==> config.mk <==
export PLATFORM = sky130hd
export DESIGN_NAME = wino_stream_ctrl
export DESIGN_NICKNAME = d
export VERILOG_FILES = /design/src/rtl/wino_stream_ctrl.sv
export SDC_FILE = /design/constraint.sdc
export NUM_CORES = 1
export LEC_CHECK = 0
export ABC_AREA = 1
export BUFFER_PORTS_ARGS = -buffer_cell sky130_fd_sc_hd__clkbuf_2
export CORE_ASPECT_RATIO = 1.1
export CORE_UTILIZATION = 52
export CTS_BUF_LIST = sky130_fd_sc_hd__clkbuf_4 sky130_fd_sc_hd__clkbuf_8 sky130_fd_sc_hd__clkbuf_16
export DETAILED_ROUTE_END_ITERATION = 12
export GPL_TIMING_DRIVEN = 0
export PLACE_DENSITY = 0.92
export SYNTH_ARGS = -nofsm -noshare
export SYNTH_HDL_FRONTEND = slang
export SYNTH_SLANG_ARGS = --single-unit
==> constraint.sdc <==
create_clock -name clk_i -period 2.06 [get_ports clk_i]
set_clock_uncertainty 0.05 [all_clocks]
set_input_delay 0.412 -clock clk_i [delete_from_list [all_inputs] [get_ports clk_i]]
set_output_delay 0.412 -clock clk_i [all_outputs]
set_load 0.03 [all_outputs]
==> src/rtl/wino_stream_ctrl.sv <==
// Collects eight (a,b) operand beats for a winograd core, waits the fixed core latency,
// then holds the summed core result until the consumer takes it.
module wino_stream_ctrl #(
   parameter  int IN_SIZE_0 = 8,
   parameter  int IN_SIZE_1 = 8,
   parameter  int CORE_LAT  = 3,
   localparam int OUT_SIZE  = ((IN_SIZE_1 + 1) * 2) + 6
) (
   input  logic                           clk_i,
   input  logic                           rst_i,
   input  logic                           in_valid_i,
   output logic                           in_ready_o,
   input  logic [IN_SIZE_0-1:0]           in_a_i,
   input  logic [IN_SIZE_1-1:0]           in_b_i,
   output logic [7:0][IN_SIZE_0-1:0]      core_in_0_o,
   output logic [7:0][IN_SIZE_1-1:0]      core_in_1_o,
   input  logic [1:0][OUT_SIZE-1:0]       core_out_i,
   output logic                           res_valid_o,
   input  logic                           res_ready_i,
   output logic [OUT_SIZE-1:0]            res_o
);

   typedef enum logic [1:0] {FILL, WAIT, DRAIN} state_t;

   state_t                      state_q;
   logic [2:0]                  beat_cnt_q;
   logic [3:0]                  lat_cnt_q;
   logic [7:0][IN_SIZE_0-1:0]   op0_q;
   logic [7:0][IN_SIZE_1-1:0]   op1_q;
   logic [OUT_SIZE-1:0]         res_q;
   logic                        res_valid_q;
   logic                        in_ready_q;
   logic [OUT_SIZE-1:0]         sum_d;

   // Two's-complement add at OUT_SIZE bits wraps without saturation.
   assign sum_d = core_out_i[0] + core_out_i[1];

   always_ff @(posedge clk_i) begin
      if (rst_i) begin
         state_q     <= FILL;
         beat_cnt_q  <= 3'd0;
         lat_cnt_q   <= 4'd0;
         op0_q       <= '0;
         op1_q       <= '0;
         res_q       <= '0;
         res_valid_q <= 1'b0;
         in_ready_q  <= 1'b1;
      end else begin
         case (state_q)
            FILL: begin
               if (in_valid_i) begin
                  op0_q[beat_cnt_q] <= in_a_i;
                  op1_q[beat_cnt_q] <= in_b_i;
                  beat_cnt_q        <= beat_cnt_q + 3'd1;
                  if (beat_cnt_q == 3'd7) begin
                     lat_cnt_q  <= 4'(CORE_LAT);
                     in_ready_q <= 1'b0;
                     state_q    <= WAIT;
                  end
               end
            end
            WAIT: begin
               lat_cnt_q <= lat_cnt_q - 4'd1;
               // Last latency cycle: core output is settled on this edge.
               if (lat_cnt_q == 4'd1) begin
                  res_q       <= sum_d;
                  res_valid_q <= 1'b1;
                  state_q     <= DRAIN;
               end
            end
            DRAIN: begin
               if (res_ready_i) begin
                  res_valid_q <= 1'b0;
                  in_ready_q  <= 1'b1;
                  state_q     <= FILL;
               end
            end
            default: begin
               state_q <= FILL;
            end
         endcase
      end
   end

   assign in_ready_o  = in_ready_q;
   assign res_valid_o = res_valid_q;
   assign res_o       = res_q;
   assign core_in_0_o = op0_q;
   assign core_in_1_o = op1_q;

endmodule

==> results.txt, run 1 <==
- In the layout the commonest cells are nor2_1 (318), clkbuf_2 (220), nand2_1 (182).
- Once layout is done, the placed cells without fillers occupy 9540 um^2.
* HP Class: in -> reg
- Number of distinct library cells after synthesis: 33
- After detailed routing, the number of vias per cell comes to 5.257.
- Fill cells in the final layout number 1175.
- Relative slew margins: 60.82%
- Of all flip-flops after synthesis, the portion carrying an async set or reset was 0%.
- Final hold violations: 0
- Data arrives at the worst endpoint at 2160 ps.
* Hold Startpoint: res_ready_i
* Post-layout power: 7.619 mW
* Post-synth top flop: dfxtp_1
- Count of boundary I/O pins: 222
- In this run the post-CTS setup repair buffer count came out at 0.
- OpenSTA, run right after detailed placement, puts the worst setup slack at -229.9 ps.
- After layout, the worst path uses 91.52% of the clock period.
* Hold endpoint: in_ready_o
- Status: finished, final reports clean
- For the final routed database, the setup TNS stands at 0 ps.
- The endpoint identified for the worst register-to-register timing path is core_in_1_o[38].
- The synthesized design contains 0 enable-type register cells.
* Clock latency at the later pin of the worst-skew pair: 420 ps
- In this run, placement finished with an instance count of 1514.
- The count of nets left with antenna violations once routing finished came out at 0.
- Placeable Area: 14390 um^2
* Leak pwr: 4.979 nW
- Psw: 2.364 mW
* Pwr/cell area: 798.6 nW/um^2
- For this run, the number of Yosys warnings is 0.
- Final standard cell count with taps included and fillers excluded: 1546
- Most frequent standard cell in the layout excluding fill and tap cells: nor2_1
* H-Tree Level Count: 4
- The repair_antennas step left the layout with diodes totalling 0.
- Count of final max-slew check failures: 0
- Global routing finished with a remaining overflow of 0.
- Number of clock sinks seen by CTS: 163
- Startpoint types: primary input
- For this block, the initial DRC count from the detailed router was 704.
* Global-route wire length before repair: 35.98 mm
* Peak clock frequency supported by timing: 530.4 MHz
* Total Nets Final: 1437
- After synthesis, flip-flops and latches occupy 42.79% of the total area.
- After layout, the minimum clock period comes to 1885 ps.
* FF-to-FF Start: beat_cnt_q[2]
- CTS Hold Buffers Added: 0
* Switching Share: 31.03%
- Share of the core filled with cells in the final layout: 66.30%
- The clock passes through at most 2 buffers.
- After clock tree synthesis, the repair step resized 0 gates.
- For flop-to-flop paths, the worst setup slack is 240 ps.
- At the pin with the least slew margin, the transition time is 587.7 ps.
- The number of global-route vias before repair is 7580.
- Clock-pin transition on the worst setup and hold timing paths: 70 ps
* Average cell area after synthesis: 6.920 um^2
- Final worst-path setup slack: 174.6 ps
- Worst Setup SP: core_out_i[0]
- Share of power burned in registers: 43.6%
- The initial utilization of the core area, before any placement, comes to 53.00%.
- Across the VDD grid, the largest voltage drop is 0.5941 mV.
* Largest net degree at the start of global routing: 18
* Count of buffers from port buffering: 220
- For the worst flop-to-flop path, the logic depth is 7.
- Number of max-cap violations: 0
- By startpoint and endpoint, the worst setup path is classified as in -> reg.
- The die covers 15150 um^2.
* DRC violations left: 0
* Flop and latch count out of synthesis: 163
* Critical path required time: 2340 ps
* Final worst hold slack: 235.5 ps
* Placement Rows: 46
- Detailed placement ended at an HPWL of 16.89 mm.
* Signed area change from the synthesized netlist to the final layout: 25.10%
* Num CTS Buffers: 17
- Global routing consumed, over all layers together, 30.18% of the routing resources.
* Antenna violations before repair: 0
- Combinational share of power: 16.2%
- TritonCTS built the clock tree.
- Placement Cell Area: 8967 um^2
- Cells with a size suffix above 1 make up 22.08% of the layout.
- Routability-driven placement finished with a final weighted congestion of 0.9196.
- Cell internal power was estimated by the tool at 5.255 mW.
- Die X: 117.5 um
- Setup repair after global routing left no endpoint under its margin.
- Synthesized netlist cell count: 1102
* Final setup violating endpoints: 0
- When the netlist entered floorplanning its net count stood at 1198.
* CP max FO: 4
* Post-synthesis instance area: 7626 um^2
- From bottom edge to top edge, the die measures 129.0 um.
* Routed wire length per instance: 14.65 um
* Setup crit end kind: flip-flop
- The worst hold path was traced through 3 stages.
- The final route contains 8127 vias.
- The share of total power dissipated in the clock network is 40.2%.
- Wires add up to 22.64 mm.
- The root buffer cell chosen for the clock tree is clkbuf_16.
* Length of the first detailed-routing pass in iterations: 5
[power groups by stage]
| stage | registers [mW] | logic (mW) | clock network, mW |
|---|---|---|---|
| 5_1_grt | 3.33 | 1.36 | 3.21 |
| 4_1_cts | 3.32 | 1.22 | 3.08 |
| 3_5_place_dp | 3.39 | 1.21 | 0 |
| 6_report | 3.32 | 1.23 | 3.06 |
| 3_3_place_gp | 3.39 | 1.18 | 0 |
| 2_1_floorplan | 3.58 | 0.618 | 0 |
[registers in the layout (all words and copies together), names as in the netlist]
| signal | count |
|---|---|
| beat_cnt_q | 3 |
| core_in_1_o | 64 |
| res_o | 24 |
| lat_cnt_q | 4 |
| core_in_0_o | 64 |
| res_valid_o | 1 |
| state_q | 2 |
| in_ready_o | 1 |
[synthesized netlist by cell type (all sizes together) (3+ instances only)]
master | n | area share, %
nand3b | 3 | 0.30
inv | 122 | 6.2
dfxtp | 163 | 43
o21ai | 144 | 9.5
xor2 | 8 | 0.92
nor2 | 327 | 17
nand4 | 7 | 0.66
ha | 27 | 4.4
a21oi | 20 | 1.3
nand3 | 45 | 3.3
nand2 | 185 | 9.4
buf | 17 | 1.8
a21o | 4 | 0.39
clkbuf | 20 | 0.98
[worst max-delay path: stages]
cell and delay [ps]:
clkbuf_2 80, ha_1 270, fa_1 440, nand3_1 120, nand3_1 160, nand2_1 90
nand2_1 110, nand3_1 120, nand2_1 60, nand2_1 60, nand3_1 110, nand2_1 90
inv_1 30
[cell type report]
type                       count  area, um^2  area share, %
inverter                     122       473.0          4.957
clock inverter                14       140.1          1.469
buffer                        37       215.2          2.256
sequential                   163        3263          34.20
multi-input combinational    780        3675          38.52
timing repair buffer         220        1101          11.54
clock buffer                  18       432.9          4.538
tap                          192       240.2          2.518
[worst max-delay path by stage]
| stage | slack (ps) | endpoint | depth (start not counted) |
|---|---|---|---|
| after floorplan | 190 | res_o[16] | 12 |
| after global placement | -200 | res_o[16] | 13 |
| after detailed placement | -230 | res_o[16] | 13 |
| after CTS | 210 | res_o[16] | 13 |
| after global routing | 50 | res_o[16] | 13 |
| final | 170 | res_o[16] | 13 |
[metal layers]
metal,share of wire (%),GRT usage [%]
met1,38,32.39
met3,7.3,5.854
met4,4.8,17.72
met2,50,55.76
met5,0,0
[cells by family after synthesis]
logic type / count (synthesis) / synth area share, %
simple gates: 572 / 30.98
compound gates: 170 / 11.37
flops: 163 / 42.79
buf+inv: 159 / 9.024
fa+ha+maj: 28 / 4.692
xor+xnor: 10 / 1.149
Note: power is estimated with default switching activity, not from simulation.
==> run 2: changes to the inputs <==
--- a/config.mk
+++ b/config.mk
@@ -5,10 +5,9 @@
 export SDC_FILE = /design/constraint.sdc
 export NUM_CORES = 1
 export LEC_CHECK = 0
-export ABC_AREA = 1
 export BUFFER_PORTS_ARGS = -buffer_cell sky130_fd_sc_hd__clkbuf_2
 export CORE_ASPECT_RATIO = 1.1
-export CORE_UTILIZATION = 52
+export CORE_UTILIZATION = 51
 export CTS_BUF_LIST = sky130_fd_sc_hd__clkbuf_4 sky130_fd_sc_hd__clkbuf_8 sky130_fd_sc_hd__clkbuf_16
 export DETAILED_ROUTE_END_ITERATION = 12
 export GPL_TIMING_DRIVEN = 0
==> run 2 against run 1 <==
  * Critical path type unchanged
  * Largest power group unchanged
  * The flow now finishes with violations (negative setup slack)
  * Final cell count down 13%
  * Critical path depth down 4
  * Combinational power down 25%
  * Non-clock buffer count up 22
  * Global-route usage down 0.95 points
  * Cell area down 3.8%
  * Hold slack worse by 16 ps
  * Flip-flop and latch count unchanged
  * Register-to-register slack worse by 130 ps
==> results.txt, run 2 <==
- The run finished, with violations left.
- The final reports fail on negative setup slack.
- After detailed routing, no signal wire sits above met4.
- The cell area after placement is 8466 um^2 (-5.6%).
* Met3 wire len: 1.864 mm (+13%)
- The fraction of synthesized cell area taken by the top area cell type was 45.41% (+2.6 points).
* Data arrival at the endpoint of the critical path: 2370 ps (+210 ps)
* Clock-pin transition on the worst setup and hold timing paths: 60 ps (about the same)
- Global-route wire length before repair: 33.24 mm (-7.6%)
- Post-synth top flop: dfxtp_1
- Synthesized netlist cell count: 919 (-17%)
- Total Nets Final: 1239 (-14%)
- The length of routed wiring on met1 was 8.387 mm (-3.4%).
* Post-synthesis instance area: 7186 um^2 (-5.8%)
- The peak supply drop was 0.5288 mV (-11%).
- The half-perimeter wire length after detailed placement is 15.30 mm (-9.4%).
- Sum of met2 wire segment lengths after detailed routing: 10.48 mm (-6.7%)
* CP max FO: 4 (unchanged)
- The die footprint came to 14570 um^2 (-3.9%).
- Setup repair after global routing could not meet its margin everywhere.
* Count of flip-flops with a built-in enable after synthesis: 0 (unchanged)
* Largest area contributor in the synthesized netlist: dfxtp_1
- CP delay by family, top: compound AO/OA/AOI/OAI gates
* Biggest cell delay along the critical path: 470 ps (+30 ps)
* Initial core utilization: 52.09% (-0.91 points)
* Signed area change from the synthesized netlist to the final layout: 27.74%
* Crit path buf inv count: 1 (-1)
- Slowest cell on the critical path: a221oi_2
- The total negative slack for setup checks came to -46.75 ps (-46.75 ps).
* Total number of yosys warnings: 0 (unchanged)
* Global-route total usage across every layer: 29.23% (-0.95 points)
- Share of the core filled with cells in the final layout: 66.54% (+0.24 points)
- The number of sinks handled by clock tree synthesis was 163 (unchanged).
- The placer congestion estimate is 0.9252 (+0.61%).
* Path type of the worst setup path: in -> reg
- Ranked by instance count, the synthesized netlist is headed by nand2_1 (310), a21oi_1 (169), dfxtp_1 (163), clkbuf_1 (37), ha_1 (27).
- Count of buffers from port buffering: 205 (-6.8%)
- Via count of the first global-routing pass: 6724 (-11%)
- Final worst-path setup slack: -36.74 ps (-211.4 ps)
* Via-to-Cell Ratio: 5.551 (+5.6%)
- Count of boundary I/O pins: 222 (unchanged)
- The count of final hold-check violations was 0 (unchanged).
- The number of synthesized register bits came to 163 (unchanged).
- Transition time at the pin with the least slew margin: 674.1 ps (+86.38 ps)
- The post-route minimum period is 2097 ps (+211.4 ps).
- Commonest cells after routing, fill and taps aside: nand2_1 (309), clkbuf_2 (214), a21oi_1 (166)
- Levels on crit path: 9 (-4)
* Placement Rows: 45 (-2.2%)
* Clock tree from TritonCTS: yes
- H-Tree Level Count: 4 (unchanged)
- The min-delay analysis places its worst path in the category in -> reg.
* Clock latency at the later pin of the worst-skew pair: 430 ps (about the same)
- The chip width is 115.2 um (-1.9%).
* Pwr/cell area: 791.3 nW/um^2 (-0.92%)
- Total number of vias: 7461 (-8.2%)
- Cells along the critical path: buf_6 -> ha_4 -> fa_2 -> a21oi_2 -> o211ai_1 -> a221oi_2 -> o21bai_1 -> xor2_1 -> a22o_1
- Routed wire length per instance: 16.04 um (+9.5%)
- Share of cells above drive strength 1: 27.34% (+5.3 points)
- The cell count of the worst hold path was 4 (+1).
* CTS Hold Buffers Added: 0 (unchanged)
* Die Y-Extent: 126.5 um (-1.9%)
* Count of final max-slew check failures: 0 (unchanged)
- The DRC marker count from the first detailed-route iteration is 697 (-0.99%).
- Number of max-cap violations: 0 (unchanged)
- The total congestion overflow after global routing came to 0 (unchanged).
* DRC violations left: 0 (unchanged)
- Yosys instantiated no cell more often than nand2_1.
* Average cell area after synthesis: 7.819 um^2 (+13%)
- The routed wire length is 21.56 mm (-4.8%).
- The final period utilization was 101.8% (+10 points).
- The number of buffers on the longest clock path came to 2 (unchanged).
- The slack of the worst reg-to-reg path was 110 ps (-130 ps).
- Number of nets in the synthesized netlist: 1015 (-15%)
- The worst endpoint required time was 2330 ps (about the same).
* Depth of the worst register-to-register path: 9 (+2)
* Antenna violations before repair: 0 (unchanged)
* Placeable Area: 13790 um^2 (-4.1%)
* Buffer cell driving the clock tree root: clkbuf_16
* Num CTS Buffers: 17 (unchanged)
* Leak pwr: 3.899 nW (-22%)
- Leading post-synthesis cells by cell area: dfxtp_1 (45%), nand2_1 (16%), a21oi_1 (12%)
- N_diodes: 0 (unchanged)
- Setup crit end kind: flip-flop
* Length of the first detailed-routing pass in iterations: 5 (unchanged)
- The proportion of register bits with asynchronous set or reset after synthesis is 0% (unchanged).
- The worst setup path is launched from a primary input.
* Peak clock frequency supported by timing: 476.9 MHz (-10%)
- Routed Antenna Nets: 0 (unchanged)
* Number of distinct library cells after synthesis: 54 (+64%)
- The share of the yosys chip area belonging to registers was 45.41% (+2.6 points).
* Final setup violating endpoints: 2 (+2)
- The headroom to the max-slew limit is 55.06% (-5.8 points).
- Final standard cell area without fillers: 9179 um^2 (-3.8%)
* Most frequent standard cell in the layout excluding fill and tap cells: nand2_1
- The maximum number of pins on one net before global-route repair came to 17 (-1).
run 2: cell count changes in the layout (fill, tap and decap cells not counted), moves of 12 or more:
cell | previous run | this run
o21ai_0 | 120 | 11
nor2_1 | 318 | 19
a21oi_1 | 20 | 166
nand3_1 | 43 | 8
nand2_1 | 182 | 309
o21ai_1 | 24 | 1
inv_2 | 12 | 0
buf_4 | 0 | 17
inv_1 | 107 | 6
run 2: path summary, 6_finish.rpt:
kind / end / startpoint
hold / removal: state_q[1] / res_ready_i
setup reg to reg: core_in_0_o[54] / state_q[0]
setup / recovery: res_o[16] / core_out_i[24]
hold reg to reg: core_in_0_o[50] / core_in_0_o[50]
run 2: area by class of cell:
cell class,count,area (um^2)
inverters,6,22.52
plain buffers,67,362.8
repair buffers,212,1091
well taps,188,235.2
flip-flops and latches,163,3263
clock buffers,20,460.4
fillers,1066,4616
clock inverters,12,118.9
multi-input cells,676,3625
run 2: layer usage:
layer / vias to the layer above / track usage (%)
met5: - / 0
met4: 0 / 13.90
met3: 68 / 7.119
met2: 400 / 50.50
met1: 3463 / 33.66
li1: 3530 / -
run 2: what timing repair did:
action                     CTS  global route
pin swaps                    6             6
setup endpoints to repair   80            92
gates resized for setup      8            38
buffers inserted             4             3
run 2: cell families after synthesis:
| logic type | synth area share [%] |
|---|---|
| adders and majority gates | 4.980 |
| xor gates and xnor gates | 2.194 |
| AOI/OAI and AO/OA | 18.02 |
| buffers and inverters | 5.258 |
| DFF | 45.41 |
| and+or+nand+nor | 22.86 |
| muxes | 1.271 |
run 2: metrics by stage:
| step | total power, mW | std cells | setup WS, ps | hold WS, ps |
|---|---|---|---|---|
| floorplan | 3.896 | 919 | -157.6 | 421.7 |
| global route | 7.494 | 1344 | -60.99 | 230.4 |
| detailed placement | 4.160 | 1312 | -598.7 | 391.7 |
| finish | 7.263 | 1344 | -36.74 | 219.6 |
| global placement | 4.146 | 1312 | -558.8 | 390.4 |
| CTS | 7.214 | 1347 | 5.719 | 213.7 |
run 2: power breakdown:
group / internal [mW] / total, mW / switching, mW / leakage (nW)
Clock: 1.76 / 3.11 / 1.35 / 0.278
Sequential: 3.20 / 3.23 / 0.0287 / 1.32
Combinational: 0.322 / 0.923 / 0.601 / 2.30
run 2: worst min-delay path, delay by kind of cell:
| kind | cells | cell delay, ps |
|---|---|---|
| AO/OA/AOI/OAI | 1 | 50 |
| AND/OR/NAND/NOR | 2 | 90 |
| buffers and inverters | 1 | 90 |
